File: src/rtl/uart_tx_fifo.sv
// Byte FIFO feeding the UART transmit state machine: fill level, almost-full and sticky error flags.
// Define UART_TX_FIFO_TMR_EN to triplicate the pointers and count with 2-of-3 majority voting.
module uart_tx_fifo #(
    parameter int DATA_WIDTH  = 8,
    parameter int ADDR_WIDTH  = 4,
    parameter int AFULL_LEVEL = 12
) (
    input  logic                  clk,
    input  logic                  rst,
    input  logic                  p_WrEn_i,
    input  logic [DATA_WIDTH-1:0] WrData_i,
    input  logic                  p_RdEn_i,
    input  logic                  p_ErrClr_i,
    output logic [DATA_WIDTH-1:0] RdData_o,
    output logic                  p_FiFoEmpty_o,
    output logic                  p_FiFoFull_o,
    output logic                  p_AlmostFull_o,
    output logic [ADDR_WIDTH:0]   Count_o,
    output logic                  p_Overflow_o,
    output logic                  p_Underflow_o
);

    localparam int                    DEPTH    = 2 ** ADDR_WIDTH;
    localparam logic [ADDR_WIDTH:0]   DEPTH_C  = (ADDR_WIDTH + 1)'(DEPTH);
    localparam logic [ADDR_WIDTH:0]   AFULL_C  = (ADDR_WIDTH + 1)'(AFULL_LEVEL);
    localparam logic [ADDR_WIDTH:0]   CNT_ZERO = (ADDR_WIDTH + 1)'(0);
    localparam logic [ADDR_WIDTH:0]   CNT_ONE  = (ADDR_WIDTH + 1)'(1);
    localparam logic [ADDR_WIDTH-1:0] PTR_ZERO = ADDR_WIDTH'(0);
    localparam logic [ADDR_WIDTH-1:0] PTR_ONE  = ADDR_WIDTH'(1);

    logic [DATA_WIDTH-1:0] mem_q [DEPTH];

    logic [ADDR_WIDTH-1:0] wr_ptr_s;
    logic [ADDR_WIDTH-1:0] rd_ptr_s;
    logic [ADDR_WIDTH:0]   count_s;
    logic [ADDR_WIDTH-1:0] wr_ptr_d;
    logic [ADDR_WIDTH-1:0] rd_ptr_d;
    logic [ADDR_WIDTH:0]   count_d;

    logic                  rd_acc_s;
    logic                  wr_acc_s;
    logic                  ovf_d;
    logic                  unf_d;

    logic [DATA_WIDTH-1:0] rdata_q;
    logic                  empty_q;
    logic                  full_q;
    logic                  afull_q;
    logic                  ovf_q;
    logic                  unf_q;

`ifdef UART_TX_FIFO_TMR_EN
    logic [ADDR_WIDTH-1:0] wr_ptr_a_q, wr_ptr_b_q, wr_ptr_c_q;
    logic [ADDR_WIDTH-1:0] rd_ptr_a_q, rd_ptr_b_q, rd_ptr_c_q;
    logic [ADDR_WIDTH:0]   count_a_q,  count_b_q,  count_c_q;

    function automatic logic [ADDR_WIDTH-1:0] vote_ptr(input logic [ADDR_WIDTH-1:0] a,
                                                       input logic [ADDR_WIDTH-1:0] b,
                                                       input logic [ADDR_WIDTH-1:0] c);
        return (a & b) | (a & c) | (b & c);
    endfunction

    function automatic logic [ADDR_WIDTH:0] vote_cnt(input logic [ADDR_WIDTH:0] a,
                                                     input logic [ADDR_WIDTH:0] b,
                                                     input logic [ADDR_WIDTH:0] c);
        return (a & b) | (a & c) | (b & c);
    endfunction

    assign wr_ptr_s = vote_ptr(wr_ptr_a_q, wr_ptr_b_q, wr_ptr_c_q);
    assign rd_ptr_s = vote_ptr(rd_ptr_a_q, rd_ptr_b_q, rd_ptr_c_q);
    assign count_s  = vote_cnt(count_a_q, count_b_q, count_c_q);

    // All three copies reload the same voted next value, scrubbing any upset copy.
    always_ff @(posedge clk) begin
        if (rst) begin
            wr_ptr_a_q <= PTR_ZERO; wr_ptr_b_q <= PTR_ZERO; wr_ptr_c_q <= PTR_ZERO;
            rd_ptr_a_q <= PTR_ZERO; rd_ptr_b_q <= PTR_ZERO; rd_ptr_c_q <= PTR_ZERO;
            count_a_q  <= CNT_ZERO; count_b_q  <= CNT_ZERO; count_c_q  <= CNT_ZERO;
        end else begin
            wr_ptr_a_q <= wr_ptr_d; wr_ptr_b_q <= wr_ptr_d; wr_ptr_c_q <= wr_ptr_d;
            rd_ptr_a_q <= rd_ptr_d; rd_ptr_b_q <= rd_ptr_d; rd_ptr_c_q <= rd_ptr_d;
            count_a_q  <= count_d;  count_b_q  <= count_d;  count_c_q  <= count_d;
        end
    end
`else
    logic [ADDR_WIDTH-1:0] wr_ptr_q;
    logic [ADDR_WIDTH-1:0] rd_ptr_q;
    logic [ADDR_WIDTH:0]   count_q;

    assign wr_ptr_s = wr_ptr_q;
    assign rd_ptr_s = rd_ptr_q;
    assign count_s  = count_q;

    // Single-copy pointer and occupancy state.
    always_ff @(posedge clk) begin
        if (rst) begin
            wr_ptr_q <= PTR_ZERO;
            rd_ptr_q <= PTR_ZERO;
            count_q  <= CNT_ZERO;
        end else begin
            wr_ptr_q <= wr_ptr_d;
            rd_ptr_q <= rd_ptr_d;
            count_q  <= count_d;
        end
    end
`endif

    // A read frees a slot in the same cycle, so a full FIFO still accepts a paired write.
    assign rd_acc_s = p_RdEn_i & (count_s != CNT_ZERO);
    assign wr_acc_s = p_WrEn_i & ((count_s != DEPTH_C) | rd_acc_s);

    // Next-state pointers, occupancy and sticky error flags (set wins over clear).
    always_comb begin
        wr_ptr_d = wr_ptr_s;
        rd_ptr_d = rd_ptr_s;
        count_d  = count_s;
        ovf_d    = ovf_q;
        unf_d    = unf_q;
        if (wr_acc_s) begin
            wr_ptr_d = wr_ptr_s + PTR_ONE;
        end else begin
            wr_ptr_d = wr_ptr_s;
        end
        if (rd_acc_s) begin
            rd_ptr_d = rd_ptr_s + PTR_ONE;
        end else begin
            rd_ptr_d = rd_ptr_s;
        end
        case ({wr_acc_s, rd_acc_s})
            2'b10:   count_d = count_s + CNT_ONE;
            2'b01:   count_d = count_s - CNT_ONE;
            default: count_d = count_s;
        endcase
        if (p_WrEn_i && !wr_acc_s) begin
            ovf_d = 1'b1;
        end else if (p_ErrClr_i) begin
            ovf_d = 1'b0;
        end else begin
            ovf_d = ovf_q;
        end
        if (p_RdEn_i && !rd_acc_s) begin
            unf_d = 1'b1;
        end else if (p_ErrClr_i) begin
            unf_d = 1'b0;
        end else begin
            unf_d = unf_q;
        end
    end

    // Storage array; contents are intentionally not reset.
    always_ff @(posedge clk) begin
        if (!rst && wr_acc_s) begin
            mem_q[wr_ptr_s] <= WrData_i;
        end
    end

    // Registered read data and status flags derived from the next-state count.
    always_ff @(posedge clk) begin
        if (rst) begin
            rdata_q <= {DATA_WIDTH{1'b0}};
            empty_q <= 1'b1;
            full_q  <= 1'b0;
            afull_q <= 1'b0;
            ovf_q   <= 1'b0;
            unf_q   <= 1'b0;
        end else begin
            if (rd_acc_s) begin
                rdata_q <= mem_q[rd_ptr_s];
            end
            empty_q <= (count_d == CNT_ZERO);
            full_q  <= (count_d == DEPTH_C);
            afull_q <= (count_d >= AFULL_C);
            ovf_q   <= ovf_d;
            unf_q   <= unf_d;
        end
    end

    assign RdData_o       = rdata_q;
    assign p_FiFoEmpty_o  = empty_q;
    assign p_FiFoFull_o   = full_q;
    assign p_AlmostFull_o = afull_q;
    assign Count_o        = count_s;
    assign p_Overflow_o   = ovf_q;
    assign p_Underflow_o  = unf_q;

endmodule

File: config.mk
export PLATFORM = sky130hd
export DESIGN_NAME = uart_tx_fifo
export DESIGN_NICKNAME = d
export VERILOG_FILES = /design/src/rtl/uart_tx_fifo.sv
export SDC_FILE = /design/constraint.sdc
export NUM_CORES = 1
export LEC_CHECK = 0
export CAP_MARGIN = 20
export CORE_UTILIZATION = 35
export CTS_CLUSTER_SIZE = 24
export DETAILED_ROUTE_END_ITERATION = 10
export PLACE_DENSITY = 0.56
export SYNTH_ARGS = -nofsm -noshare
export SYNTH_HDL_FRONTEND = slang
export SYNTH_SLANG_ARGS = --single-unit
File: constraint.sdc
create_clock -name clk -period 3.6 [get_ports clk]
set_input_delay 0.72 -clock clk [delete_from_list [all_inputs] [get_ports clk]]
set_output_delay 0.72 -clock clk [all_outputs]
set_load 0.1 [all_outputs]
==> impl_results.md <==
- Status: completed
- DIE WIDTH: 136 um
- Highest ir drop seen on vdd: 0.549 mV
- Async SR Flop Fraction: 0%
- DP Wirelength: 8420 um
- Max-slew violation count: 0
- GPL Wtd Cong: 0.798
- Sw power: 1.87 mW
- Setup violators final: 0
- Die Y: 136 um
- CTS tree: yes
- DRT Pass-1 Iters: 4
- Total negative slack: 0 ns
- 1st-iter DRT viols: 239
- Critical Path Max Stage Delay: 0.58 ns
- Pre-CTS WS: -0.0399 ns
- Most common cell after layout, fill and taps aside: edfxtp_1
- Dominant register cell in the synthesized netlist: edfxtp_1
- Core ar.: 17400 um2
- Routed Antenna Nets: 0
- CP Cell Sequence: or4_1 -> o21ai_0 -> inv_1 -> ha_1 -> nor2b_1 -> o21ai_0 -> a21oi_1 -> a211oi_1 -> o31ai_1
- Finished Layout Cells: 674
- Number of placed instances, taps included: 642
- Row count: 48
- Comb pwr share: 28.4%
- Die area: 18500 um2
- Mapped cell area: 6300 um2
- Worst Path Arrival: 3.62 ns
- All-Layer GR Usage: 15.4%
- Syn Nets: 402
- NumNets Final: 458
- CTS-repair resized insts: 0
- Reg-to-Reg End: p_AlmostFull_o
- Synth area leaders: edfxtp_1 61%, mux4_2 11%, dfxtp_1 8.3%, nor2_1 2.1%, a22oi_1 1.9%
- WL final: 13000 um
- First-pass GRT wire length: 20600 um
- Total CTS buffers: 17
- Ys Warns: 0
- Hold Fails Final Rpt: 0
- Initial Utilization: 36.1%
- Post-route cell area: 7650 um2
- EDFF count, synth: 128
- Netlist cell types: 50
- Placed inst area: 6990 um2
- Ant diodes: 0
- Slew @ Worst Pin: 0.975 ns
- PnR worst setup slack: 0.266 ns
- Area Overhead vs Synth: 21.5%
- Synth top area share: 61.0%
- Sequential Power Share: 37.3%
- Cts hold-fix bufs: 0
- Cell Pwr Density: 753 nW/um2
- Quantity of I/O buffers inserted on ports: 30
- Drt drc: 0
- Clock share of power: 34.3%
- Clk_lat worst skew: 0.42 ns
- Type of origin of the critical path: register
- Clk buf depth: 2
- Min Tclk post-route: 3.33 ns
- Ratio of cells with drive above 1 in the final layout: 23.8%
- Reg2Reg Setup Slack: 0.27 ns
- Worst reg2reg startpoint: Count_o[1]
- Cell count after synthesis: 380
- Slew margin rel.: 34.8%
- Grt total ovfl: 0
- Sequential share of the synthesized area: 69.3%
- Critical path class: register to register
- Vias in the first global route: 3564
- Worst setup path startpoint: Count_o[1]
- Clock Sinks: 154
- RSZ-0062 raised after global routing: false
- Worst setup path end: p_AlmostFull_o
- R2R cell count: 9
- Tcrit/Tclk final: 92.6%
- Via count: 3460
- Synthesized area per cell: 16.6 um2
- Wire per inst: 19.3 um
- Lkg Pwr: 2.51 nW
- Setup bufs post-CTS: 0
- Cell mode on critical path: o21ai_0
- Int Power: 3.89 mW
- Skew final: 0.00488 ns
- Via density: 5.13
- Most frequent cells in the layout: 128 x edfxtp_1, 35 x nor2_1, 32 x mux4_2, 32 x buf_4, 27 x clkdlybuf4s50_1
- H-Tree Depth: 4
- Crit end category: register
- Root Buffer: clkbuf_16
- Largest area contributor in the netlist: edfxtp_1
- Largest net degree at the start of global routing: 36
- Worst-path clk slew: 0.06 ns
- IO Count: 31
- Switching Fraction: 32.5%
- Final core utilization: 43.9%
- HP Class: register to register
- CP max FO: 10
- Critical path's slowest cell: or4_1
- Initial antenna violation count: 0
- Critical Path RT: 3.89 ns
- Max_cap viols: 0
- Yosys reg bits: 154
- Max Clock Freq: 300 MHz
-- power by group through the flow --
stage / Sequential (mW) / Combinational (mW) / Clock [mW]
after floorplan: 2.57 / 0.871 / 0
after global placement: 2.19 / 1.63 / 0
after detailed placement: 2.20 / 1.64 / 0
after CTS: 2.16 / 1.65 / 2.01
after global routing: 2.17 / 1.75 / 2.10
final: 2.15 / 1.63 / 1.98
-- how the worst min path moves through the flow --
| stage | from | endpoint | slack, ns | cells past startpoint |
|---|---|---|---|---|
| 2_1_floorplan | rd_ptr_q[3] | rd_ptr_q[3] | 0.53 | 2 |
| 3_3_place_gp | p_Overflow_o | p_Overflow_o | 0.47 | 2 |
| 3_5_place_dp | p_Overflow_o | p_Overflow_o | 0.48 | 2 |
| 4_1_cts | RdData_o[4] | RdData_o[4] | 0.50 | 2 |
| 5_1_grt | RdData_o[2] | RdData_o[2] | 0.51 | 2 |
| 6_report | RdData_o[4] | RdData_o[4] | 0.49 | 2 |
-- registers in the layout, summed over array words and instances (netlist names) --
register / flops
p_Overflow_o: 1
p_Underflow_o: 1
p_FiFoFull_o: 1
p_AlmostFull_o: 1
Count_o: 5
mem_q: 128
p_FiFoEmpty_o: 1
rd_ptr_q: 4
wr_ptr_q: 4
RdData_o: 8
-- critical path: cells and delay by family, from the launching register on --
family	cells	cell delay, ns
flip-flops	1	0.43
AND/OR/NAND/NOR	2	0.73
AO/OA/AOI/OAI	5	1.56
buffers and inverters	1	0.14
adder cells (fa/ha/maj)	1	0.36
-- cell families after synthesis --
group           count (synthesis)  share of synthesized area, %
buf+inv                        30                          2.07
xor+xnor                        8                          1.11
fa+ha+maj                       9                          1.91
flops                         154                          69.3
mux                            33                          11.6
compound gates                 65                          7.17
simple gates                   81                          6.82
-- cell type report --
class	count	area, um2
fillers	1538	9760
flip-flops and latches	154	4370
multi-input cells	196	1800
repair buffers	59	510
clock buffers	17	425
well taps	225	282
clock inverters	15	238
inverters	8	30.0
-- Yosys cell counts (2+ instances only) --
library cell / instances
a211oi_1: 3
and2_1: 2
inv_1: 8
nand4_1: 2
nor3_1: 7
edfxtp_1: 128
nand2b_1: 3
nand2_1: 13
dfxtp_1: 26
a21boi_0: 2
nor2_1: 35
clkbuf_1: 11
o21ai_0: 5
a21oi_1: 22
mux4_2: 32
xnor2_1: 4
xor2_1: 4
nor2b_1: 7
a32oi_1: 2
a22oi_1: 16
buf_2: 5
buf_1: 4
nand3_1: 3
ha_1: 8
a31oi_1: 3
-- routing by layer --
layer / vias to the layer above / track usage (%) / wire length [um]
li1: 1615 / - / -
met1: 1749 / 20.3 / 5820
met2: 81 / 24.2 / 6320
met3: 15 / 4.59 / 721
met4: 0 / 5.19 / 142
met5: - / 0 / 0
-- per-stage QoR --
stage          power (mW)  hold WS (ns)
2_1_floorplan        3.44         0.528
3_3_place_gp         3.82         0.471
3_5_place_dp         3.84         0.484
4_1_cts              5.82         0.501
5_1_grt              6.02         0.513
6_report             5.76         0.493
No activity file was read; power rests on OpenSTA's default activity.
